--- src/rtl/stack_seq_if.sv ---
// stack_seq_if: command/response and stack-side signals of the stack sequencer.
//   req/cmd/wdata        : command request from the issuer
//   busy/done/err        : sequencer status; err is meaningful while done=1
//   opa/opb/opc          : entries popped by the last POP/SELECT
//   depth                : current operand stack entry count
//   stack_op/stack_data  : operation and entry presented to the stack storage
//   stack_tos            : top-of-stack entry returned by the stack storage
// The slave modport is the sequencer; the master modport is the issuer plus
// the stack storage.
interface stack_seq_if #(
  parameter int WIDTH = 66,
  parameter int DW    = 4
);
  logic             req;
  logic [2:0]       cmd;
  logic [WIDTH-1:0] wdata;
  logic             busy;
  logic             done;
  logic [1:0]       err;
  logic [WIDTH-1:0] opa;
  logic [WIDTH-1:0] opb;
  logic [WIDTH-1:0] opc;
  logic [DW-1:0]    depth;
  logic [1:0]       stack_op;
  logic [WIDTH-1:0] stack_data;
  logic [WIDTH-1:0] stack_tos;

  modport slave (
    input  req, cmd, wdata, stack_tos,
    output busy, done, err, opa, opb, opc, depth, stack_op, stack_data
  );

  modport master (
    output req, cmd, wdata, stack_tos,
    input  busy, done, err, opa, opb, opc, depth, stack_op, stack_data
  );
endinterface

--- src/rtl/stack_seq.sv ---
// stack_seq: sequences operand-stack commands (NOP, PUSH, POP1..3, REPLACE,
// SELECT) against an external stack that applies stack_op at the end of the
// cycle it is shown and presents the new top on stack_tos the cycle after.
// Entries are {type[1:0], value}; types i32=0, i64=1, f32=2, f64=3.
// Ports:
//   clk_i  : clock
//   rst_i  : asynchronous active-high reset
//   bus    : stack_seq_if slave modport (see interface for signal list)
// All outputs come straight from registers.
//
// state | meaning
// IDLE  | waiting for req; busy=0
// CAP   | stack_tos is valid: latch it into an op slot and register a POP
// WAIT  | the registered POP is visible to the stack
// CHK   | SELECT only: latch val1, check types, decide on REPLACE
// DONE  | completion pulse cycle; busy=0, a new req is accepted here
module stack_seq #(
  parameter int WIDTH = 66,
  parameter int DEPTH = 8,
  parameter int DW    = 4
) (
  input logic       clk_i,
  input logic       rst_i,
  stack_seq_if.slave bus
);

  localparam logic [1:0] OP_NONE = 2'd0, OP_PUSH = 2'd1, OP_POP = 2'd2, OP_REPL = 2'd3;
  localparam logic [1:0] ERR_NONE = 2'd0, ERR_UNDER = 2'd1, ERR_OVER = 2'd2, ERR_TYPE = 2'd3;
  localparam logic [1:0] TYPE_I32 = 2'd0;
  localparam logic [2:0] CMD_PUSH = 3'd1, CMD_POP1 = 3'd2, CMD_POP2 = 3'd3, CMD_POP3 = 3'd4,
                         CMD_REPL = 3'd5, CMD_SEL  = 3'd6;
  localparam logic [DW-1:0] DEPTH_C = DW'(DEPTH);
  localparam logic [DW-1:0] SEL_MIN = DW'(3);

  typedef enum logic [2:0] {IDLE, CAP, WAIT, CHK, DONE} state_t;

  state_t           state_q;
  logic             busy_q;
  logic             done_q;
  logic [1:0]       err_q;
  logic [WIDTH-1:0] opa_q, opb_q, opc_q;
  logic [DW-1:0]    depth_q;
  logic [1:0]       stack_op_q;
  logic [WIDTH-1:0] stack_data_q;
  logic [1:0]       rem_q;   // pops still to issue
  logic [1:0]       idx_q;   // op slot for the next CAP
  logic             sel_q;

  logic [DW-1:0] pop_n;
  logic [1:0]    tos_type;
  logic [1:0]    opb_type;

  // POP1..POP3 are encoded 2..4, so the pop count is cmd-1.
  assign pop_n    = DW'(bus.cmd) - DW'(1);
  assign tos_type = bus.stack_tos[WIDTH-1 -: 2];
  assign opb_type = opb_q[WIDTH-1 -: 2];

  always_ff @(posedge clk_i or posedge rst_i) begin
    if (rst_i) begin
      state_q      <= IDLE;
      busy_q       <= 1'b0;
      done_q       <= 1'b0;
      err_q        <= ERR_NONE;
      opa_q        <= '0;
      opb_q        <= '0;
      opc_q        <= '0;
      depth_q      <= '0;
      stack_op_q   <= OP_NONE;
      stack_data_q <= '0;
      rem_q        <= '0;
      idx_q        <= '0;
      sel_q        <= 1'b0;
    end else begin
      done_q     <= 1'b0;
      err_q      <= ERR_NONE;
      stack_op_q <= OP_NONE;
      case (state_q)
        IDLE, DONE: begin
          state_q <= IDLE;
          if (bus.req) begin
            case (bus.cmd)
              CMD_PUSH: begin
                done_q  <= 1'b1;
                state_q <= DONE;
                if (depth_q < DEPTH_C) begin
                  stack_op_q   <= OP_PUSH;
                  stack_data_q <= bus.wdata;
                  depth_q      <= depth_q + 1'b1;
                end else begin
                  err_q <= ERR_OVER;
                end
              end
              CMD_REPL: begin
                done_q  <= 1'b1;
                state_q <= DONE;
                if (depth_q != '0) begin
                  stack_op_q   <= OP_REPL;
                  stack_data_q <= bus.wdata;
                end else begin
                  err_q <= ERR_UNDER;
                end
              end
              CMD_POP1, CMD_POP2, CMD_POP3: begin
                if (depth_q < pop_n) begin
                  done_q  <= 1'b1;
                  err_q   <= ERR_UNDER;
                  state_q <= DONE;
                end else begin
                  busy_q  <= 1'b1;
                  state_q <= CAP;
                  rem_q   <= pop_n[1:0];
                  idx_q   <= '0;
                  sel_q   <= 1'b0;
                end
              end
              CMD_SEL: begin
                if (depth_q < SEL_MIN) begin
                  done_q  <= 1'b1;
                  err_q   <= ERR_UNDER;
                  state_q <= DONE;
                end else begin
                  // cond and val2 are popped through CAP/WAIT; val1 stays on
                  // the stack and is read in CHK.
                  busy_q  <= 1'b1;
                  state_q <= CAP;
                  rem_q   <= 2'd2;
                  idx_q   <= '0;
                  sel_q   <= 1'b1;
                end
              end
              default: begin
                done_q  <= 1'b1;
                state_q <= DONE;
              end
            endcase
          end
        end
        CAP: begin
          if (sel_q && idx_q == 2'd0 && tos_type != TYPE_I32) begin
            done_q  <= 1'b1;
            err_q   <= ERR_TYPE;
            busy_q  <= 1'b0;
            state_q <= DONE;
          end else begin
            if (sel_q) begin
              if (idx_q == 2'd0) opc_q <= bus.stack_tos;
              else               opb_q <= bus.stack_tos;
            end else begin
              case (idx_q)
                2'd0:    opa_q <= bus.stack_tos;
                2'd1:    opb_q <= bus.stack_tos;
                default: opc_q <= bus.stack_tos;
              endcase
            end
            stack_op_q <= OP_POP;
            depth_q    <= depth_q - 1'b1;
            idx_q      <= idx_q + 2'd1;
            rem_q      <= rem_q - 2'd1;
            state_q    <= WAIT;
          end
        end
        WAIT: begin
          if (rem_q != 2'd0) begin
            state_q <= CAP;
          end else if (sel_q) begin
            state_q <= CHK;
          end else begin
            done_q  <= 1'b1;
            busy_q  <= 1'b0;
            state_q <= DONE;
          end
        end
        CHK: begin
          opa_q   <= bus.stack_tos;
          done_q  <= 1'b1;
          busy_q  <= 1'b0;
          state_q <= DONE;
          if (tos_type != opb_type) begin
            err_q <= ERR_TYPE;
          end else if (opc_q[31:0] == 32'd0) begin
            stack_op_q   <= OP_REPL;
            stack_data_q <= opb_q;
          end
        end
        default: begin
          busy_q  <= 1'b0;
          state_q <= IDLE;
        end
      endcase
    end
  end

  assign bus.busy       = busy_q;
  assign bus.done       = done_q;
  assign bus.err        = err_q;
  assign bus.opa        = opa_q;
  assign bus.opb        = opb_q;
  assign bus.opc        = opc_q;
  assign bus.depth      = depth_q;
  assign bus.stack_op   = stack_op_q;
  assign bus.stack_data = stack_data_q;

endmodule
--- src/flat_wrapper.sv ---
// flat-port wrapper written by rule: the top's interface ports become plain ports
module stack_seq_flat 
#(
  parameter int WIDTH = 66,
  parameter int DEPTH = 8,
  parameter int DW    = 4
)
  (clk_i, rst_i, bus_req, bus_cmd, bus_wdata, bus_stack_tos, bus_busy, bus_done, bus_err, bus_opa, bus_opb, bus_opc, bus_depth, bus_stack_op, bus_stack_data);
  stack_seq_if #(.WIDTH(WIDTH), .DW(DW)) bus_i ();
  input logic clk_i;
  input logic rst_i;
  input wire logic [$bits(bus_i.req)-1:0] bus_req;
  input wire logic [$bits(bus_i.cmd)-1:0] bus_cmd;
  input wire logic [$bits(bus_i.wdata)-1:0] bus_wdata;
  input wire logic [$bits(bus_i.stack_tos)-1:0] bus_stack_tos;
  output wire logic [$bits(bus_i.busy)-1:0] bus_busy;
  output wire logic [$bits(bus_i.done)-1:0] bus_done;
  output wire logic [$bits(bus_i.err)-1:0] bus_err;
  output wire logic [$bits(bus_i.opa)-1:0] bus_opa;
  output wire logic [$bits(bus_i.opb)-1:0] bus_opb;
  output wire logic [$bits(bus_i.opc)-1:0] bus_opc;
  output wire logic [$bits(bus_i.depth)-1:0] bus_depth;
  output wire logic [$bits(bus_i.stack_op)-1:0] bus_stack_op;
  output wire logic [$bits(bus_i.stack_data)-1:0] bus_stack_data;
  assign bus_i.req = bus_req;
  assign bus_i.cmd = bus_cmd;
  assign bus_i.wdata = bus_wdata;
  assign bus_i.stack_tos = bus_stack_tos;
  assign bus_busy = bus_i.busy;
  assign bus_done = bus_i.done;
  assign bus_err = bus_i.err;
  assign bus_opa = bus_i.opa;
  assign bus_opb = bus_i.opb;
  assign bus_opc = bus_i.opc;
  assign bus_depth = bus_i.depth;
  assign bus_stack_op = bus_i.stack_op;
  assign bus_stack_data = bus_i.stack_data;
  stack_seq #(.WIDTH(WIDTH), .DEPTH(DEPTH), .DW(DW)) u_core (.clk_i(clk_i), .rst_i(rst_i), .bus(bus_i));
endmodule
--- config.mk ---
export PLATFORM = sky130hd
export DESIGN_NAME = stack_seq_flat
export DESIGN_NICKNAME = d
export VERILOG_FILES = /design/src/rtl/stack_seq_if.sv /design/src/rtl/stack_seq.sv /design/src/flat_wrapper.sv
export SDC_FILE = /design/constraint.sdc
export NUM_CORES = 1
export LEC_CHECK = 0
export BUFFER_PORTS_ARGS = -buffer_cell sky130_fd_sc_hd__buf_2
export CAP_MARGIN = 5
export CORE_UTILIZATION = 29
export CTS_CLUSTER_DIAMETER = 30
export DETAILED_ROUTE_END_ITERATION = 7
export PLACE_DENSITY_LB_ADDON = 0.1
export SLEW_MARGIN = 20
export SYNTH_ARGS = -nofsm -noshare
export SYNTH_HDL_FRONTEND = slang
export SYNTH_SLANG_ARGS = --single-unit
--- constraint.sdc ---
create_clock -name clk_i -period 30.1 [get_ports clk_i]
set_input_delay 6.02 -clock clk_i [delete_from_list [all_inputs] [get_ports clk_i]]
set_output_delay 6.02 -clock clk_i [all_outputs]
set_load 0.005 [all_outputs]
# ---- After elaboration in Yosys (flattened, before gate mapping)
# Cells that the tools add are included.
dict set report totals {
  out_inout_bits 274
  wordCells 156
  in_bits 138
  ff_bits 282
}
dict set report op_classes {
  reduce_logical 24
  eq_ne 34
  order_cmp 3
  n_addsub 5
  n_mux 76
  n_bitwise 1
}
# op n
set ops {}
lappend ops {{two-way mux 66 bit} 13}
lappend ops {{case mux 66 bit (2 select lines)} 3}
lappend ops {{two-way mux 2 bit} 17}
lappend ops {{zero test 32 bit} 1}
lappend ops {{!= test 2 bit (second input constant)} 11}
lappend ops {{case mux 2 bit (2 select lines)} 5}
lappend ops {{two-way mux 3 bit} 6}
lappend ops {{two-way mux 1 bit} 17}
lappend ops {{two-way mux 4 bit} 4}
lappend ops {{AND reduction 7 bit} 2}
lappend ops {{nonzero test 2 bit} 7}
lappend ops {{equality test 3 x 2 -> 1 bit (second input constant)} 4}
lappend ops {{equality test 3 bit (second input constant)} 4}
lappend ops {{!= test 3 bit (second input constant)} 4}
lappend ops {{case mux 2 bit (3 select lines)} 2}
lappend ops {{case mux 3 bit (4 select lines)} 1}
lappend ops {{AND reduction 4 bit} 3}
lappend ops {{!= test 2 x 1 -> 1 bit (second input constant)} 5}
lappend ops {{AND reduction 5 bit} 2}
lappend ops {{case mux 2 bit (4 select lines)} 1}
lappend ops {{case mux 4 bit (2 select lines)} 1}
lappend ops {{equality test 3 x 1 -> 1 bit (second input constant)} 2}
lappend ops {{!= test 3 x 2 -> 1 bit (second input constant)} 2}
lappend ops {{case mux 1 bit (2 select lines)} 3}
lappend ops {{21 further kinds} 23}

# ---- Depth between registers and ports, before layout
# Gate-level depths: netlist of run 1.
dict set report depth {
  ltp_word 6
  mapped_depth 10
  mapped_depth_nobuf 9
}

# ---- Worst setup path after synthesis of run 1
# OpenSTA, ideal clock, no wires.
dict set report synth_timing {
  path_kind {input-to-reg}
  start {in bus_cmd[2]}
  end {reg u_core.rem_q[0]}
  t_arrival_ns 7.543
  stages 9
  setup_time_ns 0.130
  slack_ns 22.427
  required_time_ns 29.970
  n_path_buf 1
  cell_sequence {buf_1 nor2_1 nand2_1 ha_1 o2111ai_1 and3_1 a211o_1 mux2i_1 o21ai_0}
}
dict set report synth_between {
  elab_chain_len 5
  word_cells_on_any_way 14
  classes_between {add/sub (1); order compare (1); eq/ne (7); mux (3); reduce/logical (2)}
}
# item line
set synth_lines {}
lappend synth_lines {{start: declaration} flat_wrapper.sv:13} ;# input wire logic [$bits(bus_i.cmd)-1:0] bus_cmd;
lappend synth_lines {{branches (longest 5 deep; another with subtractor 3 x 1 -> 4 bit)} n/a}
lappend synth_lines {{end signal: assignment} stack_seq.sv:111} ;# rem_q <= pop_n[1:0];
lappend synth_lines {{end signal: assignment} stack_seq.sv:158} ;# rem_q <= rem_q - 2'd1;
lappend synth_lines {{end: declaration} stack_seq.sv:45} ;# logic [1:0] rem_q;
# Parallel ways; which one is timed is not known. The select of a mux whose other input is x is not followed.
# A chain may end at the register's enable or synchronous reset.

# ---- Worst setup path in the final report of run 1
dict set report layout_timing {
  start {in bus_stack_tos[64]}
  end {reg u_core.stack_data_q[28], in the netlist u_core.bus.stack_data[28]}
}
dict set report layout_between {
  elab_chain_len 3
}
# item line
set layout_lines {}
lappend layout_lines {{start: declaration} flat_wrapper.sv:15} ;# input wire logic [$bits(bus_i.stack_tos)-1:0] bus_stack_tos;
lappend layout_lines {{!= test 2 bit} stack_seq.sv:178} ;# if (tos_type != opb_type) begin
lappend layout_lines {{!= test 2 bit (no line)} n/a}
lappend layout_lines {{AND reduction 7 bit (no line)} n/a}
lappend layout_lines {{end signal: assignment} stack_seq.sv:87} ;# stack_data_q <= bus.wdata;
lappend layout_lines {{end signal: assignment} stack_seq.sv:98} ;# stack_data_q <= bus.wdata;
lappend layout_lines {{end signal: assignment} stack_seq.sv:182} ;# stack_data_q <= opb_q;
lappend layout_lines {{end: declaration} stack_seq.sv:44} ;# logic [WIDTH-1:0] stack_data_q;
# Every way passes these cells.

==> results of run 1 <==
==> through the flow <==
stage	area [µm²]	hold slack, ns	power, mW	util (%)
finish	17100	0.480	2.06	42.6
CTS	17100	0.487	2.10	42.6
global placement	14400	0.472	1.26	36.0
detailed placement	14400	0.478	1.26	36.0
floorplan	11800	0.450	0.950	-
global route	17100	0.504	2.19	42.6
==> cells in the mapped netlist, types with 3 or more instances <==
library cell and number:
clkbuf_1 26, buf_6 4, mux2_2 198, ha_1 13, buf_2 14, dfrtp_1 281, o21ai_2 29, xnor2_1 4
buf_1 10, a21o_1 3, mux2i_1 69, nor4_1 7, nand2_1 20, o21ai_0 46, a21oi_1 12, inv_1 13
nand3_1 74, nor2_1 8
==> worst max-delay path: cells and delay by family <==
| kind | cells | cell delay (ns) |
|---|---|---|
| compound gates | 1 | 0.21 |
| buf+inv | 1 | 0.14 |
| simple gates | 3 | 1.75 |
| xor+xnor | 1 | 0.16 |
==> where the power goes <==
group,switching (mW),total [mW],internal [mW],leakage (nW)
registers,0.122,0.689,0.567,3.42
clock network,0.238,0.818,0.580,1.30
logic,0.260,0.557,0.297,4.06
total,0.620,2.06,1.44,8.78
==> cell families after synthesis <==
kind of cell	after synthesis	synth area share, %
flops	281	59.4
mux	267	24.7
simple gates	130	5.65
compound gates	105	5.86
buf+inv	68	2.56
fa+ha+maj	14	1.54
xor+xnor	5	0.370
==> cell usage in the layout, fill, tap and decap left out, drive strengths merged, types with 7 or more instances in the layout <==
master  netlist  final
ha           13     13
buf          28    420
nand2        20     20
clkinv        1     21
nor2          8      8
nand3        74     74
mux2        198    198
dfrtp       281    281
bufinv        0      9
o21ai        75     75
mux2i        69     69
a21oi        12     12
nor4          7      7
clkbuf       26    100
inv          13     18
==> area by class of cell <==
type	count	area [µm²]
Sequential cell	281	7030
Clock buffer	100	2180
Antenna cell	1	2.50
Fill cell	3891	23000
Timing Repair Buffer	420	2120
Inverter	14	60.1
Clock inverter	39	455
Tap cell	525	657
Multi-Input combinational cell	521	4550
==> flip-flops by register name (all words and copies together) (netlist names) <==
signal and flops:
u_core.bus.opa 66, u_core.bus.opb 66, u_core.bus.opc 66, u_core.bus.stack_data 66, u_core.bus.depth 4, u_core.bus.err 2
u_core.bus.stack_op 2, u_core.idx_q 2, u_core.rem_q 2, u_core.state_q 2, u_core.bus.busy 1, u_core.bus.done 1
u_core.sel_q 1
==> per-layer routing <==
layer,vias up,GRT usage [%],share of wire (%)
li1,4085,-,-
met1,4394,23.5,43
met2,348,29.6,47
met3,54,6.81,8.7
met4,0,6.90,2.1
met5,-,0,0
==> how the worst min path moves through the flow <==
| stage | start | to | slack [ns] |
|---|---|---|---|
| finish | u_core.idx_q[1] | u_core.idx_q[1] | 0.48 |
| global route | u_core.bus.opc[51] | u_core.bus.opc[51] | 0.50 |
| CTS | u_core.idx_q[1] | u_core.idx_q[1] | 0.49 |
| detailed placement | u_core.idx_q[1] | u_core.idx_q[1] | 0.48 |
| global placement | u_core.idx_q[1] | u_core.idx_q[1] | 0.47 |
| floorplan | u_core.idx_q[1] | u_core.idx_q[1] | 0.45 |
==> flow_metrics.tcl, run 1 <==
set metrics [dict create \
    critPathMaxFanout 68 \
    crit_slowest_cell "and2_4" \
    worstMarginPinSlew_ns 1.01 \
    dr.first_iter.drc_count 331 \
    fin_tns_setup_ns 0 \
    setup_violations 0 \
    crit_chain "buf_2 > xnor2_1 > nand4_1 > or3_4 > and2_4 > o21ai_0" \
    p_leak_nw 8.78 \
    hpwlAfterDp_um 26500 \
    drive_gt1_share_pct 57.2 \
    period_minus_slack_ns 7.99 \
    ctsHoldBuffers 0 \
    grt_max_degree 88 \
    slew_headroom_pct 32.7 \
    fp.dieArea_um2 41700 \
    reg2regPathDepth 5 \
    rsz0062_at_grt "false" \
    critPathMaxStageDelay_ns 0.94 \
    chipWidth_um 204 \
    synth-seq-area-share_pct 59.4 \
    irDropWorstVdd_mv 0.0580 \
    drv_cap 0 \
    placement_rows 73 \
    path_clk_slew_ns 0.04 \
    finalHoldViolCount 0 \
    htree_levels 3 \
    vias 8881 \
    core-area_um2 40000 \
    timing.fmax_ghz 0.125 \
    crit_arrival_ns 8.39 \
    hp-class "flip-flop to flip-flop" \
    grt_overflow 0 \
    area_delta_synth_final_pct 44.0 \
    holdPathStages 2 \
    regToRegSetupSlack_ns 26.91 \
    reg2reg_from "u_core.bus.opc[19]" \
    powerDensity_nw_per_um2 121 \
    antenna_left 0 \
    syn-num-nets 1022 \
    netlist_area_um2 11800 \
    crit_type "input port to flip-flop" \
    synthCells 870 \
    synth-seq-cells 281 \
    synth_async_sr_flop_share_pct 100 \
    worstSetupEndpoint "u_core.bus.stack_data[28]" \
    start_util_pct 29.6 \
    synth_area_leader_cell "dfrtp_1" \
    clk_path_buf_depth 3 \
    cts.repair.resized 0 \
    drc 0 \
    crit_path_end_kind "flip-flop" \
    layout.nets 1468 \
    yosys_warnings 0 \
    maxSlewViolCount 0 \
    status "complete, no violations" \
    grt_pass1_wl_um 59000 \
    critPathLaunchType "input port" \
    clkLatencyLatePin_ns 0.57 \
    grtUsageTotal_pct 18.8 \
    antenna_found_initial 1 \
    numCtsBuffers 78 \
    firstDrtPassIters 4 \
    wirelength_um 39100 \
    skew_ns 0.0191 \
    synth_edf_count 0 \
    post_drt_wl_per_cell_um 20.5 \
    fin_crit_sh_pct 26.5 \
    synthFlopType "dfrtp_1" \
    ioPinCount 412 \
    synth_top_area_share_pct 59.4 \
    synth.area.top_cells "dfrtp_1 (59%), mux2_2 (19%), mux2i_1 (5.8%)" \
    ys_types 49 \
    cts_root_buf "clkbuf_16" \
    die_y_um 204 \
    layoutNonFillerInstCount 1901 \
    numPortBuffers 411 \
    r2r-end "u_core.bus.stack_data[28]" \
    setup.worst_path.start "bus_stack_tos[64]" \
    dp_cells 1761 \
    cts.sinks 281 \
    cts_tree "built" \
    grt_pass1_vias 9393 \
    post-place-ws_ns 21.46 \
    cts_setup_buffers 0 \
    syn_area_per_cell_um2 13.6 \
    viasPerCell 4.67 \
    required_ns 30.50 \
    gp_congestion 0.774 \
    setup_slack_ns 22.11 \
]
(Power assumes the default switching activity.)
==> run 2, diff against run 1 <==
==> constraint.sdc (replaced) <==
create_clock -name clk_i -period 7.4 [get_ports clk_i]
set_input_delay 1.48 -clock clk_i [delete_from_list [all_inputs] [get_ports clk_i]]
set_output_delay 1.48 -clock clk_i [all_outputs]
set_load 0.005 [all_outputs]
==> run 2 against run 1 <==
Net effect: clock skew grew 0.0017 ns; via count fell by 0.12%; clock power increased to 4.3 times the previous value; largest cell class unchanged.
==> flow_metrics.tcl, run 2 (synthesis gave the netlist of run 1 again) <==
set metrics [dict create \
    antenna_left 0 \
    ioPinCount 412 \
    status "complete, no violations" \
    period_minus_slack_ns 3.60 \
    fin_tns_setup_ns 0 \
    skew_ns 0.0208 \
    placement_rows 73 \
    core-area_um2 40000 \
    setup_violations 0 \
    start_util_pct 29.6 \
    hp-class "flip-flop to flip-flop" \
    fin_crit_sh_pct 48.7 \
    layout_common_cells "buf_2 (411), dfrtp_1 (281), mux2_2 (198), clkbuf_16 (81), nand3_1 (73)" \
    path_clk_slew_ns 0.04 \
    critPathMaxFanout 67 \
    cts_tree "built" \
    cts_root_buf "clkbuf_16" \
    clkLatencyLatePin_ns 0.57 \
    die_y_um 204 \
    layout.nets 1468 \
    gp_congestion 0.822 \
    grt_overflow 0 \
    required_ns 7.78 \
    num-fill-cells 3847 \
    rsz0062_at_grt "false" \
    crit_slowest_cell "and2_4" \
    critPathLaunchType "input port" \
    numPortBuffers 411 \
    crit_type "input port to flip-flop" \
    vias 8870 \
    antenna_found_initial 3 \
    post_drt_wl_per_cell_um 20.4 \
    drc 0 \
    ctsHoldBuffers 0 \
    critPathMaxStageDelay_ns 0.94 \
    numCtsBuffers 79 \
    crit_chain "buf_2 > inv_1 > ha_1 > and2_1 > nand3_4 > and2_4 > o21ai_0" \
    holdWs_ns 0.476 \
    chipWidth_um 204 \
    hpwlAfterDp_um 26500 \
    dr.first_iter.drc_count 294 \
    regToRegSetupSlack_ns 4.10 \
    slew_headroom_pct 34.1 \
    grt_max_degree 151 \
    cp_top_family "simple AND/OR/NAND/NOR gates" \
    worstMarginPinSlew_ns 0.989 \
    grt_pass1_vias 9542 \
    crit_arrival_ns 3.98 \
    fin_area_um2 17200 \
    viasPerCell 4.65 \
    powerDensity_nw_per_um2 499 \
    p_leak_nw 8.83 \
    drv_cap 0 \
    grtUsageTotal_pct 18.7 \
    cts.repair.resized 0 \
    irDropWorstVdd_mv 0.248 \
    htree_levels 3 \
    firstDrtPassIters 5 \
    timing.fmax_ghz 0.278 \
    wirelength_um 39000 \
    drive_gt1_share_pct 57.2 \
    finalHoldViolCount 0 \
    cts_setup_buffers 0 \
    placed_area_um2 14400 \
    register_area_um2 7030 \
    multi_input_area_um2 4550 \
    fp.dieArea_um2 41700 \
    grt_pass1_wl_um 58900 \
    clk_path_buf_depth 3 \
    crit_buf_inv 2 \
    final_common_cell "buf_2" \
    area_delta_synth_final_pct 45.4 \
    cts.sinks 281 \
    maxSlewViolCount 0 \
    crit_path_end_kind "flip-flop" \
]
-- run 2: changes by cell type in the layout (fill, tap and decap cells not counted), sizes merged --
cell,previous run,this run
clkinvlp,5,11
bufinv,9,12
clkbuf,100,103
clkinv,21,19
inv,18,16
buf,420,419
-- run 2: area by class of cell --
type	count	area share (%)
Sequential cell	281	40.8
Multi-Input combinational cell	521	26.4
Clock buffer	103	12.9
Timing Repair Buffer	419	12.4
Tap cell	525	3.81
Clock inverter	44	3.38
Inverter	14	0.327
Antenna cell	1	0.0145
-- run 2: report_power, final --
part / switching (mW) / total (mW) / internal, mW
registers: 0.491 / 2.80 / 2.31
clock network: 1.02 / 3.54 / 2.52
logic: 1.06 / 2.27 / 1.21
-- run 2: per-layer routing --
layer	vias to the layer above	global-route usage [%]	share of wire, %
li1	4078	-	-
met1	4376	22.8	43
met2	345	30.4	47
met3	67	6.54	7.8
met4	4	7.01	2.1
met5	-	0	0.062
-- run 2: metrics by stage --
step | setup slack (ns) | utilization [%] | total power, mW | cells
detailed placement | 3.12 | 36.0 | 5.14 | 1760
finish | 3.80 | 43.1 | 8.60 | 1908
global placement | 3.21 | 36.0 | 5.09 | 1760
CTS | 3.72 | 43.1 | 8.74 | 1907
global route | 3.61 | 43.1 | 9.12 | 1907
floorplan | 2.20 | - | 3.87 | 870
-- run 2: worst min-delay path, delay by kind of cell (launching register included) --
kind | cells | cell delay, ns
AND/OR/NAND/NOR | 1 | 0.05
AO/OA/AOI/OAI | 1 | 0.06
flip-flops | 1 | 0.33
-- run 2: worst paths after layout --
| check | cells after the start | to | startpoint |
|---|---|---|---|
| worst max-delay path | 7 | u_core.bus.stack_data[59] | bus_cmd[1] |
| worst min-delay path | 2 | u_core.idx_q[1] | u_core.idx_q[1] |
| worst max register to register | 5 | u_core.bus.stack_data[59] | u_core.bus.opc[19] |
| worst min register to register | 2 | u_core.idx_q[1] | u_core.idx_q[1] |
| max in group asynchronous | 3 | u_core.bus.stack_data[14] | rst_i |
| min in group asynchronous | 2 | u_core.bus.opc[48] | rst_i |
==> run 3, diff against run 2 <==
==> constraint.sdc (replaced) <==
create_clock -name clk_i -period 3.21 [get_ports clk_i]
set_input_delay 0.642 -clock clk_i [delete_from_list [all_inputs] [get_ports clk_i]]
set_output_delay 0.642 -clock clk_i [all_outputs]
set_load 0.005 [all_outputs]
==> run 3 against run 2 <==
Net effect: register-to-register slack worse by 3.5 ns; wire length is 3.2% higher; clock-buffer cell count stayed put; sequential power is 130% higher; cell area is 1.7% higher; global-route usage is 0.47 points higher; flip-flop and latch count stayed put; clock power is 140% higher; combinational power is 130% higher; critical path type is now flip-flop to flip-flop; critical endpoint is now u_core.bus.stack_data[58]; highest routed layer unchanged.
==> flow_metrics.tcl, run 3 (synthesis gave the netlist of run 1 again) <==
set metrics [dict create \
    status "complete, no violations" \
    cts_tree "built" \
    cts.sinks 281 \
    grt_max_degree 68 \
    placed_area_um2 14600 \
    ctsHoldBuffers 0 \
    placement_rows 73 \
    htree_levels 3 \
    final_common_cell "buf_2" \
    cts_setup_buffers 0 \
    p_total_mw 20.1 \
    fp.dieArea_um2 41700 \
    fin_crit_sh_pct 80.8 \
    path_clk_slew_ns 0.04 \
    start_util_pct 29.6 \
    post_drt_wl_per_cell_um 20.8 \
    numCtsBuffers 82 \
    crit_type "flip-flop to flip-flop" \
    numPortBuffers 411 \
    core-area_um2 40000 \
    finalHoldViolCount 0 \
    intPower_mw 14.1 \
    p_leak_nw 9.02 \
    num-fill-cells 3857 \
    layout.nets 1490 \
    drv_cap 0 \
    cts_root_buf "clkbuf_16" \
    p_clk_share_pct 41.5 \
    clkLatencyLatePin_ns 0.58 \
    grtUsageTotal_pct 19.2 \
    skew_ns 0.0185 \
    grt_pass1_vias 9689 \
    firstDrtPassIters 4 \
    hp-class "input port to asynchronous set/reset pin" \
    gp_congestion 0.800 \
    rsz0062_at_grt "false" \
    crit_slowest_cell "and2_4" \
    antenna_found_initial 5 \
    crit_chain "nor4_1 > nand2_1 > nand3_4 > and2_4 > o21ai_0" \
    crit_arrival_ns 2.99 \
    wirelength_um 40200 \
    period_minus_slack_ns 2.59 \
    grt_pass1_wl_um 60200 \
    p_seq_share_pct 32.2 \
    layout_common_cells "buf_2 (411), dfrtp_1 (281), mux2_2 (198), clkbuf_16 (82), nand3_1 (73)" \
    critPathLaunchType "flip-flop" \
    viasPerCell 4.67 \
    dp_cells 1779 \
    ioPinCount 412 \
    slew_headroom_pct 30.2 \
    timing.fmax_ghz 0.386 \
    required_ns 3.61 \
    crit_path_end_kind "flip-flop" \
    comb_power_share_pct 26.3 \
    critPathMaxFanout 67 \
    vias 9027 \
    setup_violations 0 \
    switchingPower_mw 5.98 \
    clk_path_buf_depth 3 \
    drive_gt1_share_pct 58.2 \
    antenna_left 0 \
    die_y_um 204 \
    worstMarginPinSlew_ns 1.05 \
    layoutNonFillerInstCount 1933 \
    maxSlewViolCount 0 \
    critPathMaxStageDelay_ns 0.84 \
    irDropWorstVdd_mv 0.514 \
    drc 0 \
    cts.repair.resized 0 \
    chipWidth_um 204 \
    fin_area_um2 17500 \
    area_delta_synth_final_pct 47.9 \
    powerDensity_nw_per_um2 1150 \
    switching_share_pct 29.8 \
    hpwlAfterDp_um 27900 \
    grt_overflow 0 \
    dr.first_iter.drc_count 317 \
]
-- run 3: layer usage --
metal / track usage [%] / wire, µm / share of wire (%) / vias up
li1: - / - / - / 4128
met3: 6.89 / 3480 / 8.6 / 68
met4: 7.22 / 898 / 2.2 / 4
met2: 30.3 / 18900 / 47 / 341
met1: 24.0 / 17000 / 42 / 4486
met5: 0 / 22 / 0.055 / -
-- run 3: final timing paths --
check,start,to,slack [ns],cells past startpoint
min reg2reg,u_core.idx_q[1],u_core.idx_q[1],0.49,2
max,u_core.bus.depth[1],u_core.bus.stack_data[58],0.62,5
min,rst_i,u_core.bus.opc[48],0.26,2
min in group clk_i,bus_stack_tos[34],u_core.bus.opc[34],0.33,2
max reg2reg,u_core.bus.depth[1],u_core.bus.stack_data[58],0.62,5
max in group asynchronous,rst_i,u_core.bus.opa[63],2.12,3
-- run 3: power by group through the flow --
stage	clock network, mW	logic, mW	registers, mW
3_3_place_gp	0	5.33	6.46
5_1_grt	8.71	5.82	6.71
2_1_floorplan	0	2.44	6.47
3_5_place_dp	0	5.39	6.51
6_report	8.32	5.28	6.47
4_1_cts	8.48	5.41	6.49
-- run 3: area by class of cell --
class                           count  area (µm²)  area share [%]
Timing Repair Buffer              438        2350            13.4
Multi-Input combinational cell    521        4550            26.0
Tap cell                          525         657            3.75
Antenna cell                        3        7.51          0.0429
Clock inverter                     48         597            3.41
Clock buffer                      103        2270            13.0
Inverter                           14        56.3           0.321
Sequential cell                   281        7030            40.2
-- run 3: per-stage QoR --
step | util (%) | setup slack (ns) | setup TNS (ns) | hold WS, ns
floorplan | - | -1.15 | -324.08 | 0.450
global placement | 36.6 | 0.579 | 0 | 0.477
detailed placement | 36.6 | 0.478 | 0 | 0.486
CTS | 43.8 | 0.528 | 0 | 0.263
global route | 43.8 | 0.334 | 0 | 0.302
finish | 43.8 | 0.616 | 0 | 0.263
-- run 3: worst max-delay path: cells and delay by family (launching register included) --
family          cells  cell delay (ns)
compound gates      1             0.23
simple gates        4             1.66
flops               1             0.46
